<file path="config.mk">
export PLATFORM = sky130hd
export DESIGN_NAME = fetch_stage
export DESIGN_NICKNAME = d
export VERILOG_FILES = /design/src/rtl/fetch_stage.sv
export SDC_FILE = /design/constraint.sdc
export NUM_CORES = 1
export LEC_CHECK = 0
export ABC_AREA = 0
export CAP_MARGIN = 40
export CELL_PAD_IN_SITES_DETAIL_PLACEMENT = 0
export CELL_PAD_IN_SITES_GLOBAL_PLACEMENT = 1
export CORE_MARGIN = 4
export CORE_UTILIZATION = 30
export DETAILED_ROUTE_END_ITERATION = 6
export PLACE_DENSITY = 0.67
export RECOVER_POWER = 50
export SETUP_SLACK_MARGIN = 0.05
export SLEW_MARGIN = 15
export SYNTH_ARGS = -nofsm -noshare
export SYNTH_HDL_FRONTEND = slang
export SYNTH_SLANG_ARGS = --single-unit
</file>
<file path="constraint.sdc">
create_clock -name clk_i -period 6.8 [get_ports clk_i]
set_input_delay 1.02 -clock clk_i [delete_from_list [all_inputs] [get_ports clk_i]]
set_output_delay 1.02 -clock clk_i [all_outputs]
set_load 0.02 [all_outputs]
</file>
<file path="src/rtl/fetch_stage.sv">
// Instruction-fetch stage: owns the PC, handshakes with instruction memory and
// feeds the IF/ID register, honouring stall, flush and branch/jump redirect.
module fetch_stage #(
  parameter logic [31:0] RESET_PC = 32'h0000_0000,
  parameter logic [31:0] NOP_INST = 32'h0000_0000
) (
  input  logic        clk_i,
  input  logic        rst_i,
  input  logic        start_i,
  input  logic        stall_i,
  input  logic        flush_i,
  input  logic        redirect_i,
  input  logic [31:0] redirect_pc_i,
  output logic        imem_req_o,
  output logic [31:0] imem_addr_o,
  input  logic [31:0] imem_data_i,
  input  logic        imem_ready_i,
  output logic [31:0] ifid_pc_o,
  output logic [31:0] ifid_pc4_o,
  output logic [31:0] ifid_inst_o,
  output logic        ifid_valid_o
);

  localparam int unsigned XLEN = 32;

  typedef enum logic [1:0] {
    IDLE  = 2'd0,
    FETCH = 2'd1,
    HOLD  = 2'd2
  } state_t;

  state_t            state;
  logic [XLEN-1:0]   pc;
  logic [XLEN-1:0]   pc_plus4;
  logic [XLEN-1:0]   redirect_tgt;
  logic              pend_valid;
  logic [XLEN-1:0]   pend_pc;
  logic [XLEN-1:0]   hold_buf;

  assign pc_plus4     = pc + XLEN'(4);
  assign redirect_tgt = {redirect_pc_i[XLEN-1:2], 2'b00};
  assign imem_addr_o  = pc;

  // PC only moves on a completed fetch, so the address is stable while req waits on ready.
  always_ff @(posedge clk_i or posedge rst_i) begin
    if (rst_i) begin
      state        <= IDLE;
      pc           <= RESET_PC;
      imem_req_o   <= 1'b0;
      pend_valid   <= 1'b0;
      pend_pc      <= '0;
      hold_buf     <= '0;
      ifid_pc_o    <= '0;
      ifid_pc4_o   <= '0;
      ifid_inst_o  <= NOP_INST;
      ifid_valid_o <= 1'b0;
    end else begin
      case (state)
        IDLE: begin
          if (start_i) begin
            state      <= FETCH;
            imem_req_o <= 1'b1;
          end
        end

        FETCH: begin
          if (redirect_i) begin
            ifid_inst_o  <= NOP_INST;
            ifid_valid_o <= 1'b0;
            if (imem_ready_i) begin
              pc         <= redirect_tgt;
              pend_valid <= 1'b0;
            end else begin
              pend_valid <= 1'b1;
              pend_pc    <= redirect_tgt;
            end
          end else if (pend_valid) begin
            // Outstanding fetch belongs to the wrong path; drop it when it lands.
            ifid_inst_o  <= NOP_INST;
            ifid_valid_o <= 1'b0;
            if (imem_ready_i) begin
              pc         <= pend_pc;
              pend_valid <= 1'b0;
            end
          end else if (flush_i) begin
            ifid_inst_o  <= NOP_INST;
            ifid_valid_o <= 1'b0;
          end else if (imem_ready_i && stall_i) begin
            hold_buf   <= imem_data_i;
            state      <= HOLD;
            imem_req_o <= 1'b0;
          end else if (imem_ready_i) begin
            ifid_pc_o    <= pc;
            ifid_pc4_o   <= pc_plus4;
            ifid_inst_o  <= imem_data_i;
            ifid_valid_o <= 1'b1;
            pc           <= pc_plus4;
          end else if (!stall_i) begin
            ifid_inst_o  <= NOP_INST;
            ifid_valid_o <= 1'b0;
          end
        end

        HOLD: begin
          if (redirect_i) begin
            pc           <= redirect_tgt;
            ifid_inst_o  <= NOP_INST;
            ifid_valid_o <= 1'b0;
            state        <= FETCH;
            imem_req_o   <= 1'b1;
          end else if (flush_i) begin
            ifid_inst_o  <= NOP_INST;
            ifid_valid_o <= 1'b0;
            state        <= FETCH;
            imem_req_o   <= 1'b1;
          end else if (!stall_i) begin
            ifid_pc_o    <= pc;
            ifid_pc4_o   <= pc_plus4;
            ifid_inst_o  <= hold_buf;
            ifid_valid_o <= 1'b1;
            pc           <= pc_plus4;
            state        <= FETCH;
            imem_req_o   <= 1'b1;
          end
        end

        default: begin
          state      <= IDLE;
          imem_req_o <= 1'b0;
        end
      endcase
    end
  end

endmodule

</file>
Word-level counts from Yosys, hierarchy flattened

Cells that the tools add are included.

Register bits after elaboration: 195
Bits in latches: 0
Bits in writable memories: 0
Memory bits (read-only): 0
Input bits: 71
Output and inout bits: 130
Logic and storage cells: 107
Memories: 0

$add $sub $neg: 1
Multipliers: 0
Divide/modulo/power cells: 0
$lt $le $gt $ge: 0
Eq/ne operators: 19
Shift operators: 0
Muxes and demuxes: 64
Bitwise logic cells: 4
Reduce and logical (&&, ||, !) cells: 9

Operators with widths:

| operator                                       | count |
|---|---|
| two-way mux 32 bit                             | 30 |
| case mux 32 bit (2 select lines)               | 4 |
| adder 32 x 3 -> 32 bit (second input constant) | 1 |
| != test 2 bit (second input constant)          | 10 |
| two-way mux 1 bit                              | 19 |
| two-way mux 2 bit                              | 8 |
| != test 4 bit (second input constant)          | 3 |
| AND reduction 6 bit                            | 2 |
| AND reduction 9 bit                            | 1 |
| != test 3 bit (second input constant)          | 2 |
| != test 6 bit (second input constant)          | 1 |
| case mux 2 bit (3 select lines)                | 1 |
| != test 5 bit (second input constant)          | 1 |
| AND reduction 5 bit                            | 1 |
| inverter 1 bit                                 | 4 |
| AND reduction 4 bit                            | 1 |
| case mux 1 bit (3 select lines)                | 1 |
| AND reduction 3 bit                            | 1 |
| == test 2 x 1 -> 1 bit (second input constant) | 1 |
| == test 2 bit (second input constant)          | 1 |
| zero test 2 bit                                | 1 |
| case mux 1 bit (2 select lines)                | 1 |
| nonzero test 2 bit                             | 1 |
| logical AND 1 bit                              | 1 |

Depth between registers and ports, before layout

Gate-level depths: netlist of run 1.

Depth after elaboration: 7
Depth in mapped cells: 10
Gate-level depth less buffers: 7

Least setup slack after synthesis of run 1

No wires, ideal clock.

Kind: input to register
Start: input flush_i
End: register ifid_pc4_o[11]
Library setup time: 0.125 ns
Arrival time: 2.446 ns
Required time: 6.675 ns
Slack: 4.229 ns
Stages: 7
Path buffers: 3
Cell sequence: buf_6 or3b_4 o31ai_1 and3_1 buf_6 buf_6 mux2_2

Word-level cells in the longest chain between the ends: 2
Elaborated cells on any way between the ends: 3
Those cells by class: 2 x eq/ne; 1 x reduce/logical

RTL lines:

| what                              | RTL line | RTL |
|---|---|---|
| start, declared                   | 11       | `input logic flush_i,` |
| != test 2 bit (no line)           | n/a      |  |
| AND reduction 9 bit (no line) (*) | n/a      |  |
| end signal, assigned              | 94       | `ifid_pc4_o <= pc_plus4;` |
| end signal, assigned              | 118      | `ifid_pc4_o <= pc_plus4;` |
| end, declared                     | 19       | `output logic [31:0] ifid_pc4_o,` |

Mark *: on every way between the ends. The rest lies on a longest branch, timed or not.
A chain may end at the register's enable or synchronous reset.

Final worst setup path of run 1

Start: input redirect_i
End: register pc[2], in the netlist imem_addr_o[2]

Word-level cells in the longest chain between the ends: 2
Elaborated cells on any way between the ends: 8
Those cells by class: 4 x eq/ne; 3 x mux; 1 x reduce/logical

RTL lines:

| what                                                                              | RTL line | RTL |
|---|---|---|
| start, declared                                                                   | 12       | `input logic redirect_i,` |
| != test 4 bit (no line), or another cell as far along                             | n/a      |  |
| AND reduction 6 bit (no line) or case mux 32 bit (2 select lines) (tied branches) | n/a      |  |
| end signal, assigned                                                              | 71       | `pc <= redirect_tgt;` |
| end signal, assigned                                                              | 82       | `pc <= pend_pc;` |
| end signal, assigned                                                              | 97       | `pc <= pc_plus4;` |
| end, declared                                                                     | 33       | `logic [XLEN-1:0] pc;` |

Parallel ways exist; a longest one is shown, timed or not.

==> flow_summary.yaml, run 1 <==
power_and_ir_drop:
  p_leak_uw: 0.00483
  vdd_drop_max_mv: 0.204
  power_density_nw_per_um2: 478
grt:
  antenna_found_initial: 3
  grtUsageTotal_pct: 14.8
  grt_pass1_wl_um: 39000
  grt_max_degree: 100
  first_global_vias: 6840
  grt_overflow: 0
critical_path:
  path_cells: "buf_2, clkbuf_1, nor2_1, a22o_1, buf_4, a211oi_1, a311oi_1"
  worst-path-buf-inv: 3
  arrival_ns: 4.68
  path_max_fanout: 42
  cpLargestDelayFamily: "buffers and inverters"
  crit_type: "in -> reg"
  critPathRequiredTime_ns: 7.03
  slowest_stage: "clkbuf_1"
  end_kind: "flop"
  start_kind: "primary input"
  critPathMaxStageDelay_ns: 1.33
die:
  dieWidth_um: 180
  io-pin-count: 201
  initial_core_util_pct: 30.7
  fp.dieH_um: 180
  core.rowCount: 62
  die_area_um2: 32500
  core_area_um2: 29000
sta:
  drv_slew: 101
  hold_violations: 0
  rsz0062_at_grt: "false"
  fin_ws_ns: 2.35
  fin_skew_ns: 0.0150
  period_minus_slack_ns: 4.45
  slew_headroom_pct: -17.9
  setup_viol: 0
  finalSetupTns_ns: 0
  finalCritPeriodShare_pct: 65.4
  worst_slew_pin_slew_ns: 1.77
  fmax_mhz: 225
hold_path:
  hold_path_class: "reg -> reg"
clock_tree:
  insertion_delay_ns: 0.43
  hold_buffers: 0
  cts_buffers: 17
  cts_tree: "yes"
  clkTransAtPathRegs_ns: 0.07
  root_buffer: "clkbuf_16"
  htree_num_levels: 4
  cts_resized: 0
  clk_path_buf_depth: 2
  cts.sinks: 188
  cts_setup_buffers: 0
layout:
  area_growth_pct: 30.9
  fillers: 2851
  final_util_pct: 40.2
  final_nets: 1069
  fin_cells: 1391
  regArea_um2: 4700
  multi_input_area_um2: 3830
  drive_above_1_share_pct: 15.3
drt:
  routedWlPerCell_um: 17.7
  drc: 0
  vias: 6823
  viasPerCell: 4.91
  drt-initial-drc-count: 358
  wl_um: 24600
  ant_nets: 0
  dr.pass1.iters: 4
yosys:
  syn_inst: 835
  synth.cell_area_um2: 8920
  synth_warnings: 0
  yosysSeqAreaShare_pct: 52.8
  synth_edf_count: 0
  yosysMostFrequentCell: "dfrtp_1"
  yosysTopAreaCell: "dfrtp_1"
  synthXorXnorAreaFrac_pct: 2.75
  synthMuxAreaShare_pct: 12.3
  synthTopCellsByArea: "dfrtp_1 (53%), mux2_2 (12%), o21ai_0 (3.9%), nand2_1 (3.7%), a21oi_1 (2.9%)"
  ys.flop_type: "dfrtp_1"
  synthAdderAreaFrac_pct: 0.702
  syn_area_per_cell_um2: 10.7
  synth_common_cells: "dfrtp_1 (188), mux2_2 (96), nand2_1 (88), o21ai_0 (69), nor2_1 (68)"
  synth_top_cell_area_share_pct: 52.8
  synth_compound_area_share_pct: 14.8
  synth_top_family_by_area: "compound AO/OA/AOI/OAI gates"
  synth-simple-area-share_pct: 11.8
  ys_ff_latch: 188
  synth_async_sr_flop_share_pct: 100
  synth.distinct_cells: 54
run:
  drv_cap: 3
outcome:
  violations: "max-capacitance violations, max-slew violations"
  status: "complete, but fails checks"
placed_design:
  io_buffers: 192
  dp.cells: 1358
  hpwl_um: 16600
  gp_congestion: 0.758
  pre_cts_ws_ns: 2.78
placed cells by master, fill, tap and decap left out, types with 6 or more instances in the layout:
cell             count
a21oi_1             52
a22oi_1             34
and3_1               6
buf_4                9
clkbuf_16           17
clkdlybuf4s50_1     90
conb_1               6
dfrtp_1            188
dlygate4sd3_1      101
inv_1                8
mux2_2              96
nand2_1             88
nand3_1             15
nand4_1              8
nor2_1              67
nor3_1               8
o211ai_1             6
o21ai_0             69
o2bb2ai_1           12
xnor2_1             18
xor2_1              10
sequential cells by signal (all words and copies together), names as in the netlist:
signal        flops
hold_buf         32
ifid_inst_o      32
ifid_pc4_o       30
ifid_pc_o        30
ifid_valid_o      1
imem_addr_o      30
imem_req_o        1
pend_pc          30
pend_valid        1
state             1
logic make-up after synthesis:
kind of cell	count (synthesis)
buf+inv	79
fa+ha+maj	5
mux	98
simple gates	226
other cells	1
compound gates	210
xor+xnor	28
flops	188
worst reg2reg max path, cell delays in order (launching register included):
cell      delay, ns
dfrtp_1        0.42
inv_1          0.11
ha_1           0.48
nor2b_1        0.09
buf_4          0.24
nor2_1         0.57
a22o_1         0.77
buf_4          0.38
a211oi_1       0.11
a311oi_1       0.31
layout make-up:
| class | instances | share of cell area (%) |
|---|---|---|
| diodes | 1 | 0.0214 |
| clock buffers | 19 | 3.79 |
| inverters | 9 | 0.300 |
| well taps | 384 | 4.12 |
| clock inverters | 13 | 1.32 |
| multi-input cells | 573 | 32.9 |
| flip-flops and latches | 188 | 40.3 |
| repair buffers | 204 | 17.3 |
layer usage:
| metal | share of wire (%) | track usage (%) | vias to the layer above |
|---|---|---|---|
| li1 | - | - | 3283 |
| met1 | 46 | 19.9 | 3334 |
| met2 | 45 | 23.0 | 173 |
| met3 | 7.6 | 5.27 | 27 |
| met4 | 1.3 | 3.66 | 6 |
| met5 | 0.15 | 0 | - |
worst paths after layout:
check / from / to / slack (ns) / depth (start not counted)
setup / recovery: redirect_i / imem_addr_o[2] / 2.35 / 7
hold / removal: ifid_inst_o[4] / ifid_inst_o[4] / 0.47 / 2
setup reg to reg: imem_req_o / imem_addr_o[2] / 3.20 / 9
hold reg to reg: ifid_inst_o[4] / ifid_inst_o[4] / 0.47 / 2
max in group asynchronous: rst_i / imem_req_o / 3.45 / 4
min in group asynchronous: rst_i / hold_buf[2] / 1.40 / 2
stage by stage:
stage / hold WS (ns) / power [uW] / area [um^2]
global route: 0.495 / 5990 / 11700
finish: 0.473 / 5580 / 11700
floorplan: 0.450 / 3750 / 8930
detailed placement: 0.470 / 4710 / 11100
global placement: 0.461 / 4670 / 11100
CTS: 0.486 / 5780 / 11700
where the power goes:
part	leakage, uW	internal [uW]	total (uW)	switching, uW
logic	0.00220	1140	2510	1370
registers	0.00235	1630	2030	407
clock network	0.000285	563	1040	474
total	0.00483	3330	5580	2250
No activity file was read; power rests on OpenSTA's default activity.
==> inputs of run 2 (changes only) <==
==> constraint.sdc (replaced) <==
create_clock -name clk_i -period 4.5 [get_ports clk_i]
set_input_delay 0.675 -clock clk_i [delete_from_list [all_inputs] [get_ports clk_i]]
set_output_delay 0.675 -clock clk_i [all_outputs]
set_load 0.02 [all_outputs]
==> run 2 against run 1 <==
  * The flow still finishes with violations (max-capacitance violations, max-slew violations)
  * Register-to-register slack got worse by 1.7 ns
  * Combinational power increased by 56%
  * Final area shrank 0.16%
  * Worst hold slack better by 0.0015 ns
  * Clock skew decreased by 0.00066 ns
  * Cell count is 0.14% higher
  * Sequential share of layout area rose by 0.065 points
  * Clock power up 40%
  * Count of clock-buffer cells in the layout up 1
  * Routed wire length increased by 0.58%
  * First-iteration DRC count fell by 3.6%
  * Highest routed layer unchanged
==> flow_summary.yaml, run 2 (synthesis gave the netlist of run 1 again) <==
sta:
  whs_ns: 0.475
  fin_skew_ns: 0.0144
  finalSetupTns_ns: 0
  drv_slew: 231
  hold_violations: 0
  fmax_mhz: 311
  setup_viol: 0
  rsz0062_at_grt: "false"
  finalCritPeriodShare_pct: 71.5
  worst_slew_pin_slew_ns: 2.65
  period_minus_slack_ns: 3.22
  slew_headroom_pct: -76.7
clock_tree:
  cts_tree: "yes"
  cts.sinks: 188
  hold_buffers: 0
  htree_num_levels: 4
  cts_resized: 0
  root_buffer: "clkbuf_16"
  cts_setup_buffers: 0
  cts_buffers: 17
  clk_path_buf_depth: 2
  insertion_delay_ns: 0.43
  clkTransAtPathRegs_ns: 0.07
critical_path:
  critPathMaxStageDelay_ns: 1.81
  worst-path-buf-inv: 3
  arrival_ns: 3.19
  slowest_stage: "clkbuf_4"
  path_cells: "clkdlybuf4s50_1, clkinvlp_4, clkbuf_4"
  crit_type: "in -> async"
  start_kind: "primary input"
  cpLargestDelayFamily: "buffers and inverters"
  path_max_fanout: 188
  end_kind: "async pin"
  critPathRequiredTime_ns: 4.47
layout:
  area_growth_pct: 30.7
  final_nets: 1072
  multi_input_area_um2: 3840
  antennaDiodeCount: 0
  drive_above_1_share_pct: 15.7
  final_common_cell: "dfrtp_1"
  fillers: 2837
  reg_top3: "hold_buf x32, ifid_inst_o x32"
  regArea_um2: 4700
  final_cell_mix: "dfrtp_1 (188), clkdlybuf4s50_1 (130), mux2_2 (96), nand2_1 (88), o21ai_0 (69)"
drt:
  ant_nets: 0
  vias: 6866
  routedWlPerCell_um: 17.7
  dr.pass1.iters: 5
  drc: 0
  wl_um: 24700
  viasPerCell: 4.93
  drt-initial-drc-count: 345
placed_design:
  gp_congestion: 0.756
  io_buffers: 192
  hpwl_um: 16500
grt:
  grt_pass1_wl_um: 39900
  grt_max_degree: 189
  antenna_found_initial: 5
  grtUsageTotal_pct: 15.1
  grt_overflow: 0
  first_global_vias: 6948
die:
  die_area_um2: 32500
  core.rowCount: 62
  initial_core_util_pct: 30.7
  fp.dieH_um: 180
  dieWidth_um: 180
  io-pin-count: 201
  core_area_um2: 29000
run:
  drv_cap: 2
power_and_ir_drop:
  vdd_drop_max_mv: 0.456
  power_density_nw_per_um2: 726
  p_leak_uw: 0.00474
hold_path:
  hold_path_class: "reg -> reg"
outcome:
  status: "complete, but fails checks"
  violations: "max-capacitance violations, max-slew violations"
run 2: final timing paths:
check / startpoint / endpoint / slack (ns) / depth (start not counted)
setup / recovery: rst_i / imem_addr_o[13] / 1.28 / 3
hold / removal: ifid_inst_o[18] / ifid_inst_o[18] / 0.47 / 2
setup reg to reg: imem_req_o / imem_addr_o[27] / 1.48 / 6
hold reg to reg: ifid_inst_o[18] / ifid_inst_o[18] / 0.47 / 2
max in group clk_i: imem_req_o / imem_addr_o[27] / 1.48 / 6
min in group asynchronous: rst_i / ifid_pc_o[24] / 1.56 / 3
run 2: worst reg2reg max path: stages (launching register included):
cell and delay, ns:
dfrtp_1 0.42, inv_1 0.11, ha_1 0.49, nand2b_1 0.67, nand2_1 0.63, or3_1 0.52
o211ai_1 0.08
run 2: metrics by stage:
stage          setup slack [ns]  cell area (um^2)  power, uW  std cells  util [%]
5_1_grt                   0.716             11700       9090       1393      40.2
6_report                   1.28             11700       8460       1393      40.2
2_1_floorplan              1.40              8940       5660        840         -
4_1_cts                    1.45             11700       8670       1392      40.2
3_3_place_gp               1.12             11100       7090       1360      38.2
3_5_place_dp               1.10             11100       7170       1360      38.2
run 2: report_power, final:
| group | internal (uW) | switching [uW] | total (uW) |
|---|---|---|---|
| clock | 741 | 715 | 1460 |
| combinational | 1820 | 2110 | 3920 |
| sequential | 2460 | 625 | 3080 |
| total | 5020 | 3450 | 8460 |
run 2: area by class of cell:
type,instances,area share (%)
sequential,188,40.4
multi-input combinational,573,32.9
timing repair buffer,207,17.5
tap,384,4.12
clock buffer,20,3.83
clock inverter,12,0.923
inverter,9,0.322
run 2: per-layer routing:
metal | share of wire [%] | vias up | track usage (%)
met5 | 0.22 | - | 0
met1 | 44 | 3382 | 20.0
met4 | 0.59 | 10 | 2.66
met3 | 8.3 | 18 | 5.75
li1 | - | 3288 | -
met2 | 47 | 168 | 24.1
